--- src/rtl/red_pitaya_fads_pkg.sv ---
// FADS sorting sequencer: shared states, register map and defaults.
package red_pitaya_fads_pkg;

  localparam int CW_DEF  = 16;
  localparam int DLW_DEF = 24;
  localparam int SCW_DEF = 32;

  typedef enum logic [1:0] {
    S_IDLE  = 2'd0,
    S_MEAS  = 2'd1,
    S_DELAY = 2'd2,
    S_FIRE  = 2'd3
  } state_t;

  localparam logic [19:0] A_CTRL   = 20'h00;
  localparam logic [19:0] A_MIN_W  = 20'h04;
  localparam logic [19:0] A_MAX_W  = 20'h08;
  localparam logic [19:0] A_DELAY  = 20'h0C;
  localparam logic [19:0] A_PULSE  = 20'h10;
  localparam logic [19:0] A_STATUS = 20'h14;
  localparam logic [19:0] A_DROP   = 20'h18;
  localparam logic [19:0] A_SORT   = 20'h1C;
  localparam logic [19:0] A_MISS   = 20'h20;

  localparam logic [31:0] MIN_W_RST = 32'd1;
  localparam logic [31:0] MAX_W_RST = 32'hFFFF;
  localparam logic [31:0] DELAY_RST = 32'd0;
  localparam logic [31:0] PULSE_RST = 32'd1;

endpackage

--- src/rtl/red_pitaya_fads_satcnt.sv ---
// Saturating event counter; clear beats increment.
module red_pitaya_fads_satcnt #(
  parameter int W = 32
) (
  input  logic         clk,
  input  logic         rst,
  input  logic         clr,
  input  logic         inc,
  output logic [W-1:0] cnt
);

  always_ff @(posedge clk) begin
    if (rst || clr)
      cnt <= '0;
    else if (inc && (cnt != '1))
      cnt <= cnt + 1'b1;
  end

endmodule

--- src/rtl/red_pitaya_fads_sequencer.sv ---
// FADS sorting sequencer: droplet width gate, flight delay,
// trigger pulse to the ASG, bus registers and statistics.
module red_pitaya_fads_sequencer
  import red_pitaya_fads_pkg::*;
#(
  parameter int CW  = CW_DEF,
  parameter int DLW = DLW_DEF,
  parameter int SCW = SCW_DEF
) (
  input  logic        adc_clk_i,
  input  logic        adc_rst_i,
  input  logic        drop_i,
  input  logic        hit_i,
  output logic        asg_trig_o,
  output logic        busy_o,
  input  logic [31:0] sys_addr,
  input  logic [31:0] sys_wdata,
  input  logic [3:0]  sys_sel,
  input  logic        sys_wen,
  input  logic        sys_ren,
  output logic [31:0] sys_rdata,
  output logic        sys_err,
  output logic        sys_ack
);

  logic           enable;
  logic [CW-1:0]  min_w;
  logic [CW-1:0]  max_w;
  logic [DLW-1:0] delay;
  logic [CW-1:0]  pulse;

  state_t         state;
  state_t         state_n;
  logic           drop_q;
  logic           rise;
  logic           fall;
  logic           hit_seen;
  logic [CW-1:0]  width;
  logic [DLW-1:0] dcnt;
  logic [CW-1:0]  pcnt;

  logic           start;
  logic           accept;
  logic           width_ok;
  logic           inc_drop;
  logic           inc_sort;
  logic           inc_miss;
  logic           clr;

  logic [SCW-1:0] drop_cnt;
  logic [SCW-1:0] sort_cnt;
  logic [SCW-1:0] miss_cnt;

  logic [19:0]    addr;
  logic [31:0]    rd_mux;
  logic           unused;

  assign addr   = sys_addr[19:0];
  assign unused = ^{sys_addr[31:20], sys_sel, sys_wdata};
  assign rise   = drop_i & ~drop_q;
  assign fall   = ~drop_i & drop_q;
  assign clr    = sys_wen && (addr == A_CTRL)
                  && sys_wdata[1];

  assign width_ok = hit_seen
                    && (width >= min_w)
                    && (width <= max_w);

  always_comb begin
    state_n  = state;
    start    = 1'b0;
    accept   = 1'b0;
    inc_drop = 1'b0;
    inc_sort = 1'b0;
    inc_miss = 1'b0;
    if (!enable) begin
      state_n = S_IDLE;
    end else begin
      unique case (state)
        S_IDLE: begin
          if (rise) begin
            state_n = S_MEAS;
            start   = 1'b1;
          end
        end
        S_MEAS: begin
          if (fall) begin
            inc_drop = 1'b1;
            if (width_ok) begin
              accept   = 1'b1;
              inc_sort = 1'b1;
              state_n  = (delay == '0) ? S_FIRE
                                       : S_DELAY;
            end else begin
              state_n = S_IDLE;
            end
          end
        end
        S_DELAY: begin
          inc_drop = rise;
          inc_miss = rise;
          if (dcnt <= DLW'(1))
            state_n = S_FIRE;
        end
        S_FIRE: begin
          inc_drop = rise;
          inc_miss = rise;
          if (pcnt <= CW'(1))
            state_n = S_IDLE;
        end
        default: state_n = S_IDLE;
      endcase
    end
  end

  always_ff @(posedge adc_clk_i) begin
    if (adc_rst_i) begin
      state      <= S_IDLE;
      drop_q     <= 1'b0;
      hit_seen   <= 1'b0;
      width      <= '0;
      dcnt       <= '0;
      pcnt       <= '0;
      asg_trig_o <= 1'b0;
      busy_o     <= 1'b0;
    end else begin
      state      <= state_n;
      drop_q     <= drop_i;
      asg_trig_o <= (state_n == S_FIRE);
      busy_o     <= (state_n == S_DELAY)
                    || (state_n == S_FIRE);
      if (start) begin
        width    <= CW'(1);
        hit_seen <= hit_i;
      end else if (state == S_MEAS) begin
        hit_seen <= hit_seen | hit_i;
        if (drop_i && (width != '1))
          width <= width + 1'b1;
      end
      // event timing is frozen here; later writes wait
      if (accept) begin
        dcnt <= delay;
        pcnt <= (pulse == '0) ? CW'(1) : pulse;
      end else if (state == S_DELAY) begin
        dcnt <= dcnt - 1'b1;
      end else if (state == S_FIRE) begin
        pcnt <= pcnt - 1'b1;
      end
    end
  end

  always_ff @(posedge adc_clk_i) begin
    if (adc_rst_i) begin
      enable    <= 1'b0;
      min_w     <= MIN_W_RST[CW-1:0];
      max_w     <= MAX_W_RST[CW-1:0];
      delay     <= DELAY_RST[DLW-1:0];
      pulse     <= PULSE_RST[CW-1:0];
      sys_ack   <= 1'b0;
      sys_rdata <= '0;
    end else begin
      sys_ack <= sys_wen | sys_ren;
      if (sys_wen) begin
        case (addr)
          A_CTRL:  enable <= sys_wdata[0];
          A_MIN_W: min_w  <= sys_wdata[CW-1:0];
          A_MAX_W: max_w  <= sys_wdata[CW-1:0];
          A_DELAY: delay  <= sys_wdata[DLW-1:0];
          A_PULSE: pulse  <= sys_wdata[CW-1:0];
          default: ;
        endcase
      end
      if (sys_ren)
        sys_rdata <= rd_mux;
    end
  end

  always_comb begin
    rd_mux = '0;
    case (addr)
      A_CTRL:   rd_mux = {31'd0, enable};
      A_MIN_W:  rd_mux = 32'(min_w);
      A_MAX_W:  rd_mux = 32'(max_w);
      A_DELAY:  rd_mux = 32'(delay);
      A_PULSE:  rd_mux = 32'(pulse);
      A_STATUS: rd_mux = {30'd0, state};
      A_DROP:   rd_mux = 32'(drop_cnt);
      A_SORT:   rd_mux = 32'(sort_cnt);
      A_MISS:   rd_mux = 32'(miss_cnt);
      default:  rd_mux = '0;
    endcase
  end

  assign sys_err = 1'b0;

  red_pitaya_fads_satcnt #(.W(SCW)) u_drop (
    .clk (adc_clk_i),
    .rst (adc_rst_i),
    .clr (clr),
    .inc (inc_drop),
    .cnt (drop_cnt)
  );

  red_pitaya_fads_satcnt #(.W(SCW)) u_sort (
    .clk (adc_clk_i),
    .rst (adc_rst_i),
    .clr (clr),
    .inc (inc_sort),
    .cnt (sort_cnt)
  );

  red_pitaya_fads_satcnt #(.W(SCW)) u_miss (
    .clk (adc_clk_i),
    .rst (adc_rst_i),
    .clr (clr),
    .inc (inc_miss),
    .cnt (miss_cnt)
  );

endmodule

--- config.mk ---
export PLATFORM = sky130hd
export DESIGN_NAME = red_pitaya_fads_sequencer
export DESIGN_NICKNAME = d
export VERILOG_FILES = /design/src/rtl/red_pitaya_fads_pkg.sv /design/src/rtl/red_pitaya_fads_satcnt.sv /design/src/rtl/red_pitaya_fads_sequencer.sv
export SDC_FILE = /design/constraint.sdc
export NUM_CORES = 1
export LEC_CHECK = 0
export ABC_AREA = 0
export BUFFER_PORTS_ARGS = -buffer_cell sky130_fd_sc_hd__buf_2
export CAP_MARGIN = 20
export CORE_AREA = 4 4 247 128
export DETAILED_ROUTE_END_ITERATION = 6
export DIE_AREA = 0 0 251 132
export PLACE_DENSITY = 0.66
export SETUP_SLACK_MARGIN = 0.3
export SLEW_MARGIN = 20
export SYNTH_ARGS = -nofsm -noshare
export SYNTH_HDL_FRONTEND = slang
export SYNTH_SLANG_ARGS = --single-unit
--- constraint.sdc ---
create_clock -name adc_clk_i -period 6.85 [get_ports adc_clk_i]
set_input_delay 0.685 -clock adc_clk_i [delete_from_list [all_inputs] [get_ports adc_clk_i]]
set_output_delay 0.685 -clock adc_clk_i [all_outputs]
set_load 0.05 [all_outputs]
# Yosys cells after proc, flatten, opt, wreduce, memory -nomap -nowiden
# Index checks and enable logic that the tools add are counted.
[totals]
out_inout_bits = 36
ramBits = 0
rom_bits = 0
latch_bits = 0
reg_bits = 264
memories = 0
wordCells = 113
[classes]
eq_ne = 18
mul = 0
add_sub_neg = 6
shift = 0
n_mux = 32
order_cmp = 4
n_reduce_logical = 28
div = 0
bitwise_logic = 6
[ops]
columns = ["operator", "n"]
rows = [
  ["32-bit case mux with 9 select lines", 1],
  ["32-bit by 1-bit adder with 32-bit output, second input constant", 3],
  ["32-bit != test, second input constant", 3],
  ["20-bit by 5-bit == test with 1-bit output, second input constant", 4],
  ["16-bit two-way mux", 4],
  ["24-bit two-way mux", 2],
  ["20-bit by 4-bit == test with 1-bit output, second input constant", 2],
  ["24-bit by 1-bit less-or-equal comparator with 1-bit output, second input constant", 1],
  ["24-bit zero test", 1],
  ["24-bit by 1-bit subtractor with 24-bit output, second input constant", 1],
  ["20-bit by 3-bit == test with 1-bit output, second input constant", 1],
  ["20-bit by 6-bit == test with 1-bit output, second input constant", 1],
  ["20-bit zero test", 1],
  ["1-bit two-way mux", 17],
  ["16-bit by 1-bit adder with 16-bit output, second input constant", 1],
  ["16-bit greater-or-equal comparator", 1],
  ["16-bit by 1-bit less-or-equal comparator with 1-bit output, second input constant", 1],
  ["16-bit less-or-equal comparator", 1],
  ["16-bit zero test", 1],
  ["16-bit != test, second input constant", 1],
  ["2-bit AND reduction", 8],
  ["16-bit by 1-bit subtractor with 16-bit output, second input constant", 1],
  ["2-bit two-way mux", 6],
  ["2-bit == test, second input constant", 4],
  ["other kinds (12)", 27],
]

# Logic depth before layout (Yosys ltp)
[logic_depth]
word_depth = 9
depth_mapped = 11
ltp_nobuf = 9

# Hierarchy
# Synthesis repeated with hierarchy kept, for this count alone.
[unflattened]
hier_cells = 1650
area_unflattened_um2 = 13913.3
[modules_own_cells]
columns = ["mod", "area_per_inst_um2", "cells_each", "n_inst", "seq_area_each_um2"]
rows = [
  ["red_pitaya_fads_sequencer", 8868.5, 1083, 1, 3363.2],
  ["red_pitaya_fads_satcnt", 1681.6, 189, 3, 640.6],
]

# Worst setup path before layout
# No wires, ideal clock.
[synth_timing]
path_kind = "register to register"
from = "register width[0]"
to = "register dcnt[1]"
t_arrival_ns = 2.526
setup_time_ns = 0.128
period_less_slack_ns = 2.654
path_stages_with_launch = 12
path_slack_ns = 4.196
t_required_ns = 6.722
cell_sequence = "dfxtp_1 > inv_1 > ha_1 > nand2b_1 > a2111o_1 > a311oi_2 > a31oi_4 > and2_1 > buf_2 > buf_2 > a221oi_1 > nor2_1"
[synth_via]
elab_chain_len = 8
elab_cells_between_ends = 10
[synth_rtl]
columns = ["element", "line", "text"]
rows = [
  ["start: declaration", "red_pitaya_fads_sequencer.sv:38", "logic [CW-1:0] width;"],
  ["start signal: assignment", "red_pitaya_fads_sequencer.sv:138", "width <= width + 1'b1;"],
  ["16-bit greater-or-equal comparator", "red_pitaya_fads_sequencer.sv:66", "&& (width >= min_w)"],
  ["1-bit logical AND", "red_pitaya_fads_sequencer.sv:66", ""],
  ["1-bit logical AND *", "red_pitaya_fads_sequencer.sv:67", "&& (width <= max_w);"],
  ["1-bit two-way mux *", "red_pitaya_fads_sequencer.sv:89", "if (width_ok) begin"],
  ["1-bit two-way mux *", "red_pitaya_fads_sequencer.sv:87", "if (fall) begin"],
  ["1-bit two-way mux *", "red_pitaya_fads_sequencer.sv:79", "unique case (state)"],
  ["1-bit two-way mux *", "red_pitaya_fads_sequencer.sv:76", "if (!enable) begin"],
  ["24-bit two-way mux or 2-bit nonzero test (tied branches)", "--", ""],
  ["end signal: assignment", "red_pitaya_fads_sequencer.sv:142", "dcnt <= delay;"],
  ["end signal: assignment", "red_pitaya_fads_sequencer.sv:145", "dcnt <= dcnt - 1'b1;"],
  ["end: declaration", "red_pitaya_fads_sequencer.sv:39", "logic [DLW-1:0] dcnt;"],
]
# Mark *: on every way between the ends. The rest lies on a longest branch, timed or not.
# A chain may end at the register's enable or synchronous reset.

# Worst setup path after layout
[layout_timing]
from = "input sys_addr[6]"
to = "register delay[0]"
[layout_via]
elab_chain_len = 2
[layout_rtl]
columns = ["element", "line", "text"]
rows = [
  ["start: declaration", "red_pitaya_fads_sequencer.sv:16", "input logic [31:0] sys_addr,"],
  ["20-bit by 4-bit == test with 1-bit output", "red_pitaya_fads_sequencer.sv:164", "case (addr)"],
  ["2-bit AND reduction (no line)", "--", ""],
  ["end signal: assignment", "red_pitaya_fads_sequencer.sv:157", "delay <= DELAY_RST[DLW-1:0];"],
  ["end signal: assignment", "red_pitaya_fads_sequencer.sv:168", "A_DELAY: delay <= sys_wdata[DLW-1:0];"],
  ["end: declaration", "red_pitaya_fads_sequencer.sv:29", "logic [DLW-1:0] delay;"],
]
# No other way between the ends.

==> results.sh <==
export IMPL_netlist_top_cells_area="dfxtp_1 (40%), nand2_1 (6.2%), a21oi_1 (4.6%)"
export IMPL_post_place_cells=2002
export IMPL_p_sw_share_pct=21.9
export IMPL_firstDrtPassIters=6
export IMPL_cts_root_buf="clkbuf_16"
export IMPL_cts_resized_gates=0
export IMPL_dp_hpwl_um=33100
export IMPL_startpoint="sys_addr[6]"
export IMPL_power_share_clock_pct=48.5
export IMPL_start_util_pct=44.3
export IMPL_rows=45
export IMPL_maxCapViolations=0
export IMPL_routed_wirelength_um=44500
export IMPL_remaining_drc_errors=0
export IMPL_synth_distinct_cells=73
export IMPL_post_cts_buffers=0
export IMPL_synth_seq_area_share_pct=40.2
export IMPL_nets=1744
export IMPL_setup_viol=0
export IMPL_seqCellArea_um2=5290
export IMPL_cp_max_fo=26
export IMPL_drive_above_1_share_pct=9.77
export IMPL_intPower_mw=2.45
export IMPL_rr_endpoint="u_sort.cnt[28]"
export IMPL_coreArea_um2=29700
export IMPL_grt_max_degree=69
export IMPL_syn_mean_instance_area_um2=8.22
export IMPL_p_comb_share_pct=2.6
export IMPL_drt_first_iter_violations=1700
export IMPL_r2r_cells=8
export IMPL_synth_top_cell_by_area="dfxtp_1"
export IMPL_htreeDepth=1
export IMPL_syn_to_final_growth_pct=11.8
export IMPL_cp_data_required_time_ns=7.26
export IMPL_synth_area_um2=13100
export IMPL_p_per_area_nw_per_um2=214
export IMPL_crit_slowest_cell="and3_1"
export IMPL_cts_buffer_depth=3
export IMPL_hold_class="input port to flop"
export IMPL_clk_insertion_delay_late_ns=0.55
export IMPL_vias=12600
export IMPL_path_cells="buf_2 > nor4_1 > and4_1 > nor3b_1 > and3_1 > nand2_1 > nand2_1 > a21oi_1"
export IMPL_pin_count=110
export IMPL_syn_nets=1711
export IMPL_io_buffers=84
export IMPL_synth_seq_cells=264
export IMPL_grtUsageTotal_pct=25.9
export IMPL_synthArstFlopShare_pct=0
export IMPL_path_clk_slew_ns=0.07
export IMPL_multi_input_area_um2=7300
export IMPL_status="complete, no violations"
export IMPL_route_detailed_wl_per_inst_um=21.7
export IMPL_synth_top_area_share_pct=40.2
export IMPL_fin_skew_ns=0.0180
export IMPL_vdd_ir_drop_max_v=0.000230
export IMPL_cpMostUsedCell="nand2_1"
export IMPL_endpoint_kind="flop"
export IMPL_antenna_found_initial=2
export IMPL_yosys_warnings=0
export IMPL_clock_sinks=264
export IMPL_ant_nets=0
export IMPL_grt_pass1_vias=11200
export IMPL_max_stage_delay_ns=1.01
export IMPL_via_per_inst=6.14
export IMPL_path_delay_family="simple AND/OR/NAND/NOR gates"
export IMPL_grt_overflow=0
export IMPL_worst_path_stages=8
export IMPL_leakage_nw=5.36
export IMPL_numCtsBuffers=25
export IMPL_switching_power_mw=0.685
export IMPL_fin_crit_sh_pct=56.6
export IMPL_worst_pin_slew_ns=1.15
export IMPL_postSynthCellCount=1597
export IMPL_synth_ff_type="dfxtp_1"
export IMPL_grt_pass1_wl_um=67700
export IMPL_postCtsHoldBufs=0
export IMPL_stdcell_count=2049
export IMPL_gp_congestion=0.987
export IMPL_rsz0062_at_grt="no"
export IMPL_final_max_slew_viol_count=0
export IMPL_worst_path_buf_inv=1
export IMPL_die_h_um=132
export IMPL_cts_tree="yes"
export IMPL_dieArea_um2=33100
export IMPL_setup_worst_path_end="delay[0]"
export IMPL_r2r_slack_ns=3.28
export IMPL_worst_ep_arrival_time_ns=4.28
export IMPL_worstSetupPathType="input port to flop"
export IMPL_slew_headroom_pct=23.4
export IMPL_r2r_start="width[14]"
export IMPL_fin_crit_ns=3.88
export IMPL_nFillCells=2867
export IMPL_setup_tns_ns=0
export IMPL_die_width_um=251
export IMPL_crit_path_start_kind="input port"
export IMPL_hold_viol_final=0
export IMPL_synth_edf_count=0
export IMPL_fmax_ghz=0.258
export IMPL_pwr_share_seq_pct=48.9
## metrics by stage
step / setup WS (ns) / total power [mW] / instance area, um^2 / hold slack (ns) / util (%)
final: 2.97 / 3.14 / 14700 / 0.384 / 49.5
after global routing: 2.73 / 3.22 / 14700 / 0.379 / 49.5
after CTS: 3.13 / 3.16 / 14700 / 0.368 / 49.5
after detailed placement: 2.57 / 1.65 / 13800 / 0.444 / 46.5
after global placement: 2.62 / 1.65 / 13800 / 0.434 / 46.5
after floorplan: 4.20 / 1.61 / 13100 / 0.441 / -
## Yosys cell counts (all sizes together), types with 12 or more instances
library cell / number
xor2: 54
buf: 35
or4: 23
nor4: 36
a22o: 23
clkbuf: 56
a221oi: 14
o211ai: 25
nor2: 144
o21ai: 36
ha: 40
and2: 18
and4: 18
and3: 15
xnor2: 33
o31ai: 17
a31oi: 12
mux2i: 16
a21oi: 121
a2bb2oi: 12
dfxtp: 264
inv: 51
a22oi: 33
or3: 17
nand4: 53
nand3: 92
nor3: 29
nand2: 217
## routing by layer
metal	global-route usage [%]	wire length (um)
met1	39.2	20300
met4	4.09	761
met5	0	0
met3	14.4	7550
met2	31.6	15900
## power by group through the flow
| stage | Sequential, mW | Clock, mW | Combinational (mW) |
|---|---|---|---|
| 3_5_place_dp | 1.57 | 0 | 0.0774 |
| 5_1_grt | 1.53 | 1.60 | 0.0845 |
| 4_1_cts | 1.54 | 1.55 | 0.0777 |
| 3_3_place_gp | 1.57 | 0 | 0.0770 |
| 2_1_floorplan | 1.57 | 0 | 0.0352 |
| 6_report | 1.54 | 1.52 | 0.0816 |
## state kept, by name (all words and copies together) (netlist names)
signal	flops
u_drop.cnt	32
busy_o	1
drop_q	1
min_w	16
sys_rdata	32
dcnt	24
max_w	16
u_miss.cnt	32
sys_ack	1
pulse	16
pcnt	16
u_sort.cnt	32
hit_seen	1
delay	24
state	2
width	16
enable	1
asg_trig_o	1
## final cells by class
| class | count | share of cell area, % |
|---|---|---|
| inverters | 51 | 1.30 |
| repair buffers | 97 | 3.54 |
| flip-flops and latches | 264 | 36.0 |
| clock inverters | 9 | 1.03 |
| diodes | 2 | 0.0341 |
| well taps | 399 | 3.40 |
| multi-input cells | 1191 | 49.7 |
| clock buffers | 36 | 5.02 |
## layout by cell type, fill, tap and decap left out, types with 40 or more instances in the layout
cell,instances
nand2_1,216
nor2_1,141
nand3_1,91
nand4_1,53
inv_1,51
ha_1,40
a21oi_1,121
dfxtp_1,264
buf_2,83
xor2_1,54
## worst reg2reg max path, cell delays in order (launching register included)
cell and delay [ns]:
dfxtp_1 0.43, ha_1 0.30, a21oi_1 0.17, nand2_1 0.07, a221o_1 0.41, o31ai_4 0.66
nand3_1 0.72, or4_1 0.68, nand2_1 0.08
## cell families (layout without fill, tap and decap cells)
kind of cell	after synthesis	count (layout)	synth area share [%]
and+or+nand+nor	697	697	26.2
buffers and inverters	142	193	4.37
AOI/OAI and AO/OA	348	348	18.0
adders and majority gates	40	40	3.81
other	1	3	0.0286
muxes	18	18	1.48
DFF	264	264	40.2
xor gates and xnor gates	87	87	5.80
## worst min-delay path by stage
stage                              from             to  slack [ns]  cells past startpoint
after floorplan                pcnt[11]       pcnt[11]        0.44                      1
after global placement    sys_rdata[19]  sys_rdata[19]        0.43                      2
after detailed placement  sys_rdata[23]  sys_rdata[23]        0.44                      2
after CTS                 sys_wdata[23]      delay[23]        0.37                      3
after global routing      sys_wdata[19]      delay[19]        0.38                      3
final                     sys_wdata[23]      delay[23]        0.38                      3
(Power assumes the default switching activity.)
